==> config.mk <==
export PLATFORM = sky130hd
export DESIGN_NAME = mem_port_arbiter_flat
export DESIGN_NICKNAME = d
export VERILOG_FILES = /design/src/rtl/pipeline_pkg.sv /design/src/rtl/mem_port_arbiter_if.sv /design/src/rtl/mem_port_arbiter.sv /design/src/flat_wrapper.sv
export SDC_FILE = /design/constraint.sdc
export NUM_CORES = 1
export LEC_CHECK = 0
export CORE_UTILIZATION = 40
export DETAILED_ROUTE_END_ITERATION = 10
export PLACE_DENSITY = 0.83
export SETUP_SLACK_MARGIN = 0.2
export SLEW_MARGIN = 30
export SYNTH_ARGS = -nofsm -noshare
export SYNTH_HDL_FRONTEND = slang
export SYNTH_SLANG_ARGS = --single-unit
==> constraint.sdc <==
create_clock -name clk -period 2.1 [get_ports clk]
set_input_delay 0.315 -clock clk [delete_from_list [all_inputs] [get_ports clk]]
set_output_delay 0.315 -clock clk [all_outputs]
set_load 0.01 [all_outputs]
==> src/rtl/pipeline_pkg.sv <==
// Shared pipeline types: arbiter state/owner encodings and datapath widths.
package pipeline_pkg;

    localparam int XLEN   = 32;
    localparam int STRB_W = 4;

    typedef enum logic [1:0] {
        ARB_IDLE = 2'd0,
        ARB_BUSY = 2'd1,
        ARB_DONE = 2'd2
    } arb_state_t;

    typedef enum logic {
        OWN_IF = 1'b0,
        OWN_D  = 1'b1
    } arb_owner_t;

endpackage

==> src/rtl/mem_port_arbiter_if.sv <==
// Bundle of fetch, data and memory-side signals around the unified memory port.
interface mem_port_arbiter_if import pipeline_pkg::*; #(
    parameter int ADDR_W = XLEN,
    parameter int DATA_W = XLEN
) ();

    logic                  if_req;
    logic [ADDR_W-1:0]     if_addr;
    logic [DATA_W-1:0]     if_rdata;
    logic                  if_ready;

    logic                  d_req;
    logic                  d_we;
    logic [ADDR_W-1:0]     d_addr;
    logic [DATA_W-1:0]     d_wdata;
    logic [DATA_W/8-1:0]   d_wstrb;
    logic [DATA_W-1:0]     d_rdata;
    logic                  d_ready;

    logic                  mem_req;
    logic                  mem_we;
    logic [ADDR_W-1:0]     mem_addr;
    logic [DATA_W-1:0]     mem_wdata;
    logic [DATA_W/8-1:0]   mem_wstrb;
    logic                  mem_ack;
    logic [DATA_W-1:0]     mem_rdata;

    logic                  busy;

    // arbiter side
    modport slave (
        input  if_req, if_addr,
        input  d_req, d_we, d_addr, d_wdata, d_wstrb,
        input  mem_ack, mem_rdata,
        output if_rdata, if_ready, d_rdata, d_ready,
        output mem_req, mem_we, mem_addr, mem_wdata, mem_wstrb,
        output busy
    );

    // pipeline + memory side
    modport master (
        output if_req, if_addr,
        output d_req, d_we, d_addr, d_wdata, d_wstrb,
        output mem_ack, mem_rdata,
        input  if_rdata, if_ready, d_rdata, d_ready,
        input  mem_req, mem_we, mem_addr, mem_wdata, mem_wstrb,
        input  busy
    );

endinterface

==> src/rtl/mem_port_arbiter.sv <==
// Arbitrates fetch and load/store onto one memory port; data wins unless fetch
// has waited MAX_DSTREAK consecutive data grants.
//   state    | meaning
//   ARB_IDLE | no transaction, grant on any pending request
//   ARB_BUSY | mem_req held, waiting for mem_ack
//   ARB_DONE | owner's ready pulse, requests ignored
module mem_port_arbiter import pipeline_pkg::*; #(
    parameter int ADDR_W      = XLEN,
    parameter int DATA_W      = XLEN,
    parameter int MAX_DSTREAK = 4
) (
    input  logic              clk,
    input  logic              reset,
    mem_port_arbiter_if.slave bus
);

    localparam int         STRB_N     = DATA_W / 8;
    localparam logic [3:0] STREAK_MAX = 4'(MAX_DSTREAK);

    arb_state_t          state_q, state_d;
    arb_owner_t          owner_q, owner_d;
    logic [3:0]          streak_q, streak_d;
    logic                mem_we_q, mem_we_d;
    logic [ADDR_W-1:0]   mem_addr_q, mem_addr_d;
    logic [DATA_W-1:0]   mem_wdata_q, mem_wdata_d;
    logic [STRB_N-1:0]   mem_wstrb_q, mem_wstrb_d;
    logic [DATA_W-1:0]   if_rdata_q, if_rdata_d;
    logic [DATA_W-1:0]   d_rdata_q, d_rdata_d;
    logic                grant_d, grant_if;

    always_comb begin
        state_d     = state_q;
        owner_d     = owner_q;
        streak_d    = streak_q;
        mem_we_d    = mem_we_q;
        mem_addr_d  = mem_addr_q;
        mem_wdata_d = mem_wdata_q;
        mem_wstrb_d = mem_wstrb_q;
        if_rdata_d  = if_rdata_q;
        d_rdata_d   = d_rdata_q;
        grant_d     = 1'b0;
        grant_if    = 1'b0;

        case (state_q)
            ARB_IDLE: begin
                grant_d  = bus.d_req && !(bus.if_req && (streak_q == STREAK_MAX));
                grant_if = bus.if_req && !grant_d;
                if (grant_d) begin
                    state_d     = ARB_BUSY;
                    owner_d     = OWN_D;
                    mem_we_d    = bus.d_we;
                    mem_addr_d  = bus.d_addr;
                    mem_wdata_d = bus.d_wdata;
                    mem_wstrb_d = bus.d_wstrb;
                    // streak only counts grants that made a fetch wait
                    if (bus.if_req && (streak_q != STREAK_MAX))
                        streak_d = streak_q + 4'd1;
                end else if (grant_if) begin
                    state_d     = ARB_BUSY;
                    owner_d     = OWN_IF;
                    mem_we_d    = 1'b0;
                    mem_addr_d  = bus.if_addr;
                    mem_wdata_d = '0;
                    mem_wstrb_d = '0;
                    streak_d    = 4'd0;
                end
            end
            ARB_BUSY: begin
                if (bus.mem_ack) begin
                    state_d = ARB_DONE;
                    if (owner_q == OWN_IF)
                        if_rdata_d = bus.mem_rdata;
                    else if (!mem_we_q)
                        d_rdata_d = bus.mem_rdata;
                end
            end
            ARB_DONE: state_d = ARB_IDLE;
            default:  state_d = ARB_IDLE;
        endcase
    end

    always_ff @(posedge clk) begin
        if (reset) begin
            state_q     <= ARB_IDLE;
            owner_q     <= OWN_IF;
            streak_q    <= 4'd0;
            mem_we_q    <= 1'b0;
            mem_addr_q  <= '0;
            mem_wdata_q <= '0;
            mem_wstrb_q <= '0;
            if_rdata_q  <= '0;
            d_rdata_q   <= '0;
        end else begin
            state_q     <= state_d;
            owner_q     <= owner_d;
            streak_q    <= streak_d;
            mem_we_q    <= mem_we_d;
            mem_addr_q  <= mem_addr_d;
            mem_wdata_q <= mem_wdata_d;
            mem_wstrb_q <= mem_wstrb_d;
            if_rdata_q  <= if_rdata_d;
            d_rdata_q   <= d_rdata_d;
        end
    end

    assign bus.mem_req   = (state_q == ARB_BUSY);
    assign bus.mem_we    = mem_we_q;
    assign bus.mem_addr  = mem_addr_q;
    assign bus.mem_wdata = mem_wdata_q;
    assign bus.mem_wstrb = mem_wstrb_q;
    assign bus.if_rdata  = if_rdata_q;
    assign bus.d_rdata   = d_rdata_q;
    assign bus.if_ready  = (state_q == ARB_DONE) && (owner_q == OWN_IF);
    assign bus.d_ready   = (state_q == ARB_DONE) && (owner_q == OWN_D);
    assign bus.busy      = (state_q != ARB_IDLE);

endmodule

==> src/flat_wrapper.sv <==
// flat-port wrapper written by rule: the top's interface ports become plain ports
module mem_port_arbiter_flat import pipeline_pkg::*;
#(
    parameter int ADDR_W      = XLEN,
    parameter int DATA_W      = XLEN,
    parameter int MAX_DSTREAK = 4
)
  (clk, reset, bus_if_req, bus_if_addr, bus_d_req, bus_d_we, bus_d_addr, bus_d_wdata, bus_d_wstrb, bus_mem_ack, bus_mem_rdata, bus_if_rdata, bus_if_ready, bus_d_rdata, bus_d_ready, bus_mem_req, bus_mem_we, bus_mem_addr, bus_mem_wdata, bus_mem_wstrb, bus_busy);
  mem_port_arbiter_if #(.ADDR_W(ADDR_W), .DATA_W(DATA_W)) bus_i ();
  input  logic clk;
  input  logic reset;
  input wire logic [$bits(bus_i.if_req)-1:0] bus_if_req;
  input wire logic [$bits(bus_i.if_addr)-1:0] bus_if_addr;
  input wire logic [$bits(bus_i.d_req)-1:0] bus_d_req;
  input wire logic [$bits(bus_i.d_we)-1:0] bus_d_we;
  input wire logic [$bits(bus_i.d_addr)-1:0] bus_d_addr;
  input wire logic [$bits(bus_i.d_wdata)-1:0] bus_d_wdata;
  input wire logic [$bits(bus_i.d_wstrb)-1:0] bus_d_wstrb;
  input wire logic [$bits(bus_i.mem_ack)-1:0] bus_mem_ack;
  input wire logic [$bits(bus_i.mem_rdata)-1:0] bus_mem_rdata;
  output wire logic [$bits(bus_i.if_rdata)-1:0] bus_if_rdata;
  output wire logic [$bits(bus_i.if_ready)-1:0] bus_if_ready;
  output wire logic [$bits(bus_i.d_rdata)-1:0] bus_d_rdata;
  output wire logic [$bits(bus_i.d_ready)-1:0] bus_d_ready;
  output wire logic [$bits(bus_i.mem_req)-1:0] bus_mem_req;
  output wire logic [$bits(bus_i.mem_we)-1:0] bus_mem_we;
  output wire logic [$bits(bus_i.mem_addr)-1:0] bus_mem_addr;
  output wire logic [$bits(bus_i.mem_wdata)-1:0] bus_mem_wdata;
  output wire logic [$bits(bus_i.mem_wstrb)-1:0] bus_mem_wstrb;
  output wire logic [$bits(bus_i.busy)-1:0] bus_busy;
  assign bus_i.if_req = bus_if_req;
  assign bus_i.if_addr = bus_if_addr;
  assign bus_i.d_req = bus_d_req;
  assign bus_i.d_we = bus_d_we;
  assign bus_i.d_addr = bus_d_addr;
  assign bus_i.d_wdata = bus_d_wdata;
  assign bus_i.d_wstrb = bus_d_wstrb;
  assign bus_i.mem_ack = bus_mem_ack;
  assign bus_i.mem_rdata = bus_mem_rdata;
  assign bus_if_rdata = bus_i.if_rdata;
  assign bus_if_ready = bus_i.if_ready;
  assign bus_d_rdata = bus_i.d_rdata;
  assign bus_d_ready = bus_i.d_ready;
  assign bus_mem_req = bus_i.mem_req;
  assign bus_mem_we = bus_i.mem_we;
  assign bus_mem_addr = bus_i.mem_addr;
  assign bus_mem_wdata = bus_i.mem_wdata;
  assign bus_mem_wstrb = bus_i.mem_wstrb;
  assign bus_busy = bus_i.busy;
  mem_port_arbiter #(.ADDR_W(ADDR_W), .DATA_W(DATA_W), .MAX_DSTREAK(MAX_DSTREAK)) u_core (.clk(clk), .reset(reset), .bus(bus_i));
endmodule
* After elaboration in Yosys (flattened, before gate mapping)
Index checks and enable logic that the tools add are counted. W data, S select, Z words.
Word-level totals: word-level logic and storage cells 50, ROM bits 0, bits in latches 0, bits in registers 140, output and inout port bits 137, RAM bits 0, memories 0, input bits 138
Cells by class: bitwise logic cells 2, mux-type cells 15, equal/unequal tests 7, order comparisons 0, $add $sub $neg 1, reduce and logical (&&, ||, !) cells 16, shift operators 0, multiply operators 0, div/mod/pow operators 0
Operators with widths (number):
- $mux W32 | 4
- $mux W4 | 4
- $logic_and A1 B1 Y1 | 6
- $mux W2 | 3
- $reduce_and A3 Y1 | 2
- $add A4 B1 Y4 const B | 1
- $eq A4 B3 Y1 const B | 1
- $ne A2 B2 Y1 const B | 2
- $ne A4 B3 Y1 const B | 1
- $pmux W2 S2 | 1
- $reduce_and A2 Y1 | 2
- $reduce_and A4 Y1 | 1
- $reduce_bool A2 Y1 | 2
- $mux W1 | 3
- $ne A3 B1 Y1 const B | 1
- $eq A2 B1 Y1 const B | 1
- $eq A2 B2 Y1 const B | 1
- $logic_not A1 Y1 | 2
- $logic_not A2 Y1 | 1
- $not A1 Y1 | 2

* Logic depth before layout (Yosys ltp)
depth after elaboration 9, depth in mapped cells 8

* Worst setup path before layout
OpenSTA, ideal clock, no wires.
path kind reg2reg, from register u_core.streak_q[0], to register u_core.mem_addr_q[27], in the netlist u_core.bus.mem_addr[27], path buffers 2, arrival 1.417 ns, cell stages (with the launch flop) 8, path slack 0.545 ns, setup time 0.138 ns, cell sequence dfxtp_1 -> inv_1 -> ha_1 -> nand4b_2 -> buf_6 -> buf_2 -> a2111oi_0 -> a2111oi_1
Between the ends: longest elaborated chain between the ends 8, elaborated cells on any way between the ends 9
RTL lines:
- start: declaration | line mem_port_arbiter.sv:22 | logic [3:0] streak_q, streak_d;
- start signal: assignment | line mem_port_arbiter.sv:96 | streak_q <= streak_d;
- $eq A4 B3 Y1 (*) | line mem_port_arbiter.sv:46 | grant_d = bus.d_req && !(bus.if_req && (streak_q == STREAK_MAX));
- $logic_and A1 B1 Y1 (*) | line mem_port_arbiter.sv:46
- $logic_not A1 Y1 (*) | line mem_port_arbiter.sv:46
- $logic_and A1 B1 Y1 (*) | line mem_port_arbiter.sv:46
- $logic_not A1 Y1 | line mem_port_arbiter.sv:47 | grant_if = bus.if_req && !grant_d;
- $logic_and A1 B1 Y1 | line mem_port_arbiter.sv:47
- $reduce_bool A2 Y1 (no line)
- $reduce_and A2 Y1 (no line)
- end signal: assignment | line mem_port_arbiter.sv:98 | mem_addr_q <= mem_addr_d;
- end: declaration | line mem_port_arbiter.sv:24 | logic [ADDR_W-1:0] mem_addr_q, mem_addr_d;
Every way passes the cells marked *; elsewhere a longest branch is shown, timed or not. A chain may end at the register's enable or synchronous reset.

* Worst setup path in the final report
from register u_core.state_q[1], to output bus_d_ready
Between the ends: longest elaborated chain between the ends 2
RTL lines:
- start: declaration | line mem_port_arbiter.sv:20 | arb_state_t state_q, state_d;
- start signal: assignment | line mem_port_arbiter.sv:94 | state_q <= state_d;
- $eq A2 B2 Y1 | line mem_port_arbiter.sv:114 | assign bus.d_ready = (state_q == ARB_DONE) && (owner_q == OWN_D);
- $logic_and A1 B1 Y1 | line mem_port_arbiter.sv:114
- end: declaration | line flat_wrapper.sv:24 | output wire logic [$bits(bus_i.d_ready)-1:0] bus_d_ready;
Every way passes these cells.

==> results.json <==
{
  "status": "finished clean",
  "initial_core_util": 0.409,
  "cp-endpoint": "bus_d_ready",
  "ys_dominant_reg_cell": "dfxtp_1",
  "synth_area_leaders": "dfxtp_1 47%, a21oi_1 11%, o21ai_0 5.3%",
  "synth_cells": 706,
  "detail_route.iter0.violations": 439,
  "r2r-start": "u_core.streak_q[0]",
  "cts_buffers": 17,
  "min_period_over_period": 0.824,
  "clkTransAtPathRegs_ps": 60,
  "place_hpwl_um": 12500,
  "num_rows": 44,
  "cap_violations": 0,
  "power_mw": 7.46,
  "synth_nets": 846,
  "wirelength_um": 19600,
  "synth_edf_count": 0,
  "synth_seq_cells": 140,
  "ys_seq_area_frac": 0.471,
  "final_common_cell": "clkdlybuf4s50_1",
  "setup.worst_path.start_class": "flop",
  "hold_path_class": "in -> reg",
  "peakVddDrop_uv": 482,
  "fillCellCount": 1202,
  "synth.avg_cell_area_um2": 8.42,
  "r2r_end": "u_core.bus.mem_wstrb[1]",
  "crit_start": "u_core.state_q[1]",
  "worstPathArrival_ps": 1420,
  "portBuffers": 274,
  "drv_slew": 0,
  "synth_cell_types": 36,
  "clockRootBuffer": "clkbuf_16",
  "final_layout_size_suffix_gt1_frac": 0.0679,
  "setup_violations": 0,
  "leakagePower_nw": 3.17,
  "crit_required_ps": 1780,
  "vias": 6322,
  "crit_type": "reg -> out",
  "htree_levels": 4,
  "fin_skew_ps": 8.32,
  "io_pins": 275,
  "fin_util": 0.651,
  "fin_area_um2": 9460,
  "rr_worst_depth": 7,
  "grt_overflow": 0,
  "cts_sinks": 140,
  "ant_nets": 0,
  "relSlewSlack": 0.653,
  "synth_top_area_share": 0.471,
  "first_pass_iters": 5,
  "nNetsFinal": 1070,
  "worst_slew_pin_slew_ps": 520,
  "hold_viol": 0,
  "insertion_delay_ps": 410,
  "syn_area_um2": 5940,
  "cts_tree": "yes",
  "wl_per_cell_um": 17.4,
  "fmax_ghz": 0.578,
  "cp-end-kind": "output port",
  "grt_max_degree": 92,
  "area_growth_pct": 59.1,
  "yosys_warnings": 0,
  "cp_max_fo": 8,
  "rrSetupSlack_ps": 390,
  "die-width_um": 124,
  "grt_pass1_vias": 5889,
  "fp.dieH_um": 124,
  "post_cts_buffers": 0,
  "synth_top_area_cell": "dfxtp_1",
  "async_flop_share": 0,
  "cts.path.max_buffers": 2,
  "cellPowerDensity_nw_per_um2": 789,
  "antenna_found_initial": 0,
  "die-area_um2": 15400,
  "rsz0062_at_grt": "false",
  "vias_per_cell": 5.61,
  "place_area_um2": 8820,
  "grt_pass1_wl_um": 30200,
  "gp_congestion": 0.786,
  "hold_ws_ps": 272,
  "final.min_clock_period_ps": 1730,
  "core_um2": 14500,
  "grt_use_total": 0.249,
  "tns_ps": 0,
  "antenna_cells": 0,
  "post-route-drc-count": 0,
  "mostFrequentLayoutCells": "268 x clkdlybuf4s50_1, 138 x dfxtp_1, 136 x a21oi_1, 68 x nand2_1, 63 x o21ai_0"
}
[flip-flops by register name, summed over array words and instances (netlist names)]
| signal | cells |
|---|---|
| u_core.bus.mem_wstrb | 4 |
| u_core.bus.mem_we | 1 |
| u_core.streak_q | 4 |
| u_core.bus.mem_wdata | 32 |
| u_core.bus.mem_addr | 32 |
| u_core.bus.d_rdata | 32 |
| u_core.state_q | 2 |
| u_core.owner_q | 1 |
| u_core.bus.if_rdata | 32 |
[final cells by class]
class	count	area [um^2]	share of cell area
inverter	4	15.0	0.00159
tap	184	230	0.0243
multi-input combinational	471	2730	0.288
clock buffer	22	464	0.0491
timing repair buffer	296	3050	0.323
sequential	140	2810	0.297
clock inverter	10	163	0.0172
[cell families (layout without fill, tap and decap cells)]
| kind of cell | after synthesis | after routing | synth area share |
|---|---|---|---|
| and+or+nand+nor | 196 | 196 | 0.172 |
| AOI/OAI and AO/OA | 273 | 273 | 0.277 |
| buffers and inverters | 95 | 332 | 0.0751 |
| adders and majority gates | 2 | 2 | 0.00421 |
| DFF | 140 | 140 | 0.471 |
[per-layer routing]
metal / up-vias / part of all wire / track usage
li1: 3077 / - / -
met1: 2948 / 0.42 / 0.319
met2: 259 / 0.48 / 0.397
met3: 38 / 0.075 / 0.0673
met4: 0 / 0.026 / 0.0997
met5: - / 0 / 0
[where the power goes]
group / switching [mW] / internal (mW)
registers: 0.0893 / 2.82
clock network: 1.13 / 2.05
logic: 0.656 / 0.710
total: 1.88 / 5.58
[Yosys cell counts, types with 2 or more instances]
| library cell | count |
|---|---|
| a2111oi_0 | 34 |
| o21ai_1 | 7 |
| clkbuf_1 | 51 |
| inv_1 | 3 |
| dfxtp_1 | 140 |
| a2111oi_1 | 30 |
| nor3_1 | 32 |
| a31oi_1 | 2 |
| nor3b_1 | 2 |
| buf_6 | 5 |
| nor2_1 | 2 |
| nor2b_1 | 2 |
| o21ai_0 | 63 |
| and3b_1 | 2 |
| nand3_1 | 35 |
| buf_2 | 30 |
| a21oi_1 | 136 |
| nand2_1 | 68 |
| ha_1 | 2 |
| nand4_1 | 40 |
| buf_4 | 4 |
| nand4b_1 | 2 |
[metrics by stage]
step | cells | setup WS [ps]
after floorplan | 706 | 545
after global placement | 1095 | 55.5
after detailed placement | 1095 | 22.5
after CTS | 1127 | 121
after global routing | 1127 | 239
final | 1127 | 370
[what timing repair did]
item                                    4_1_cts  5_1_grt
pin swaps                                     0        0
endpoints found under the setup margin        4       28
hold buffers                                  0        0
gates cloned                                  0        0
gates resized for setup                       6        3
[worst max-delay path, cell delays in order (launching register included)]
cell	delay (ps)
dfxtp_2	380
buf_4	180
and3b_1	160
dlygate4sd2_1	290
[worst min path at each step]
stage | start | endpoint | slack (ps) | depth (start not counted)
5_1_grt | bus_d_req | u_core.owner_q | 280 | 3
6_report | bus_d_req | u_core.owner_q | 270 | 3
4_1_cts | bus_d_req | u_core.owner_q | 260 | 3
3_5_place_dp | u_core.bus.if_rdata[31] | u_core.bus.if_rdata[31] | 450 | 2
3_3_place_gp | u_core.bus.if_rdata[31] | u_core.bus.if_rdata[31] | 440 | 2
2_1_floorplan | bus_mem_rdata[0] | u_core.bus.if_rdata[0] | 450 | 2
(Power assumes the default switching activity.)
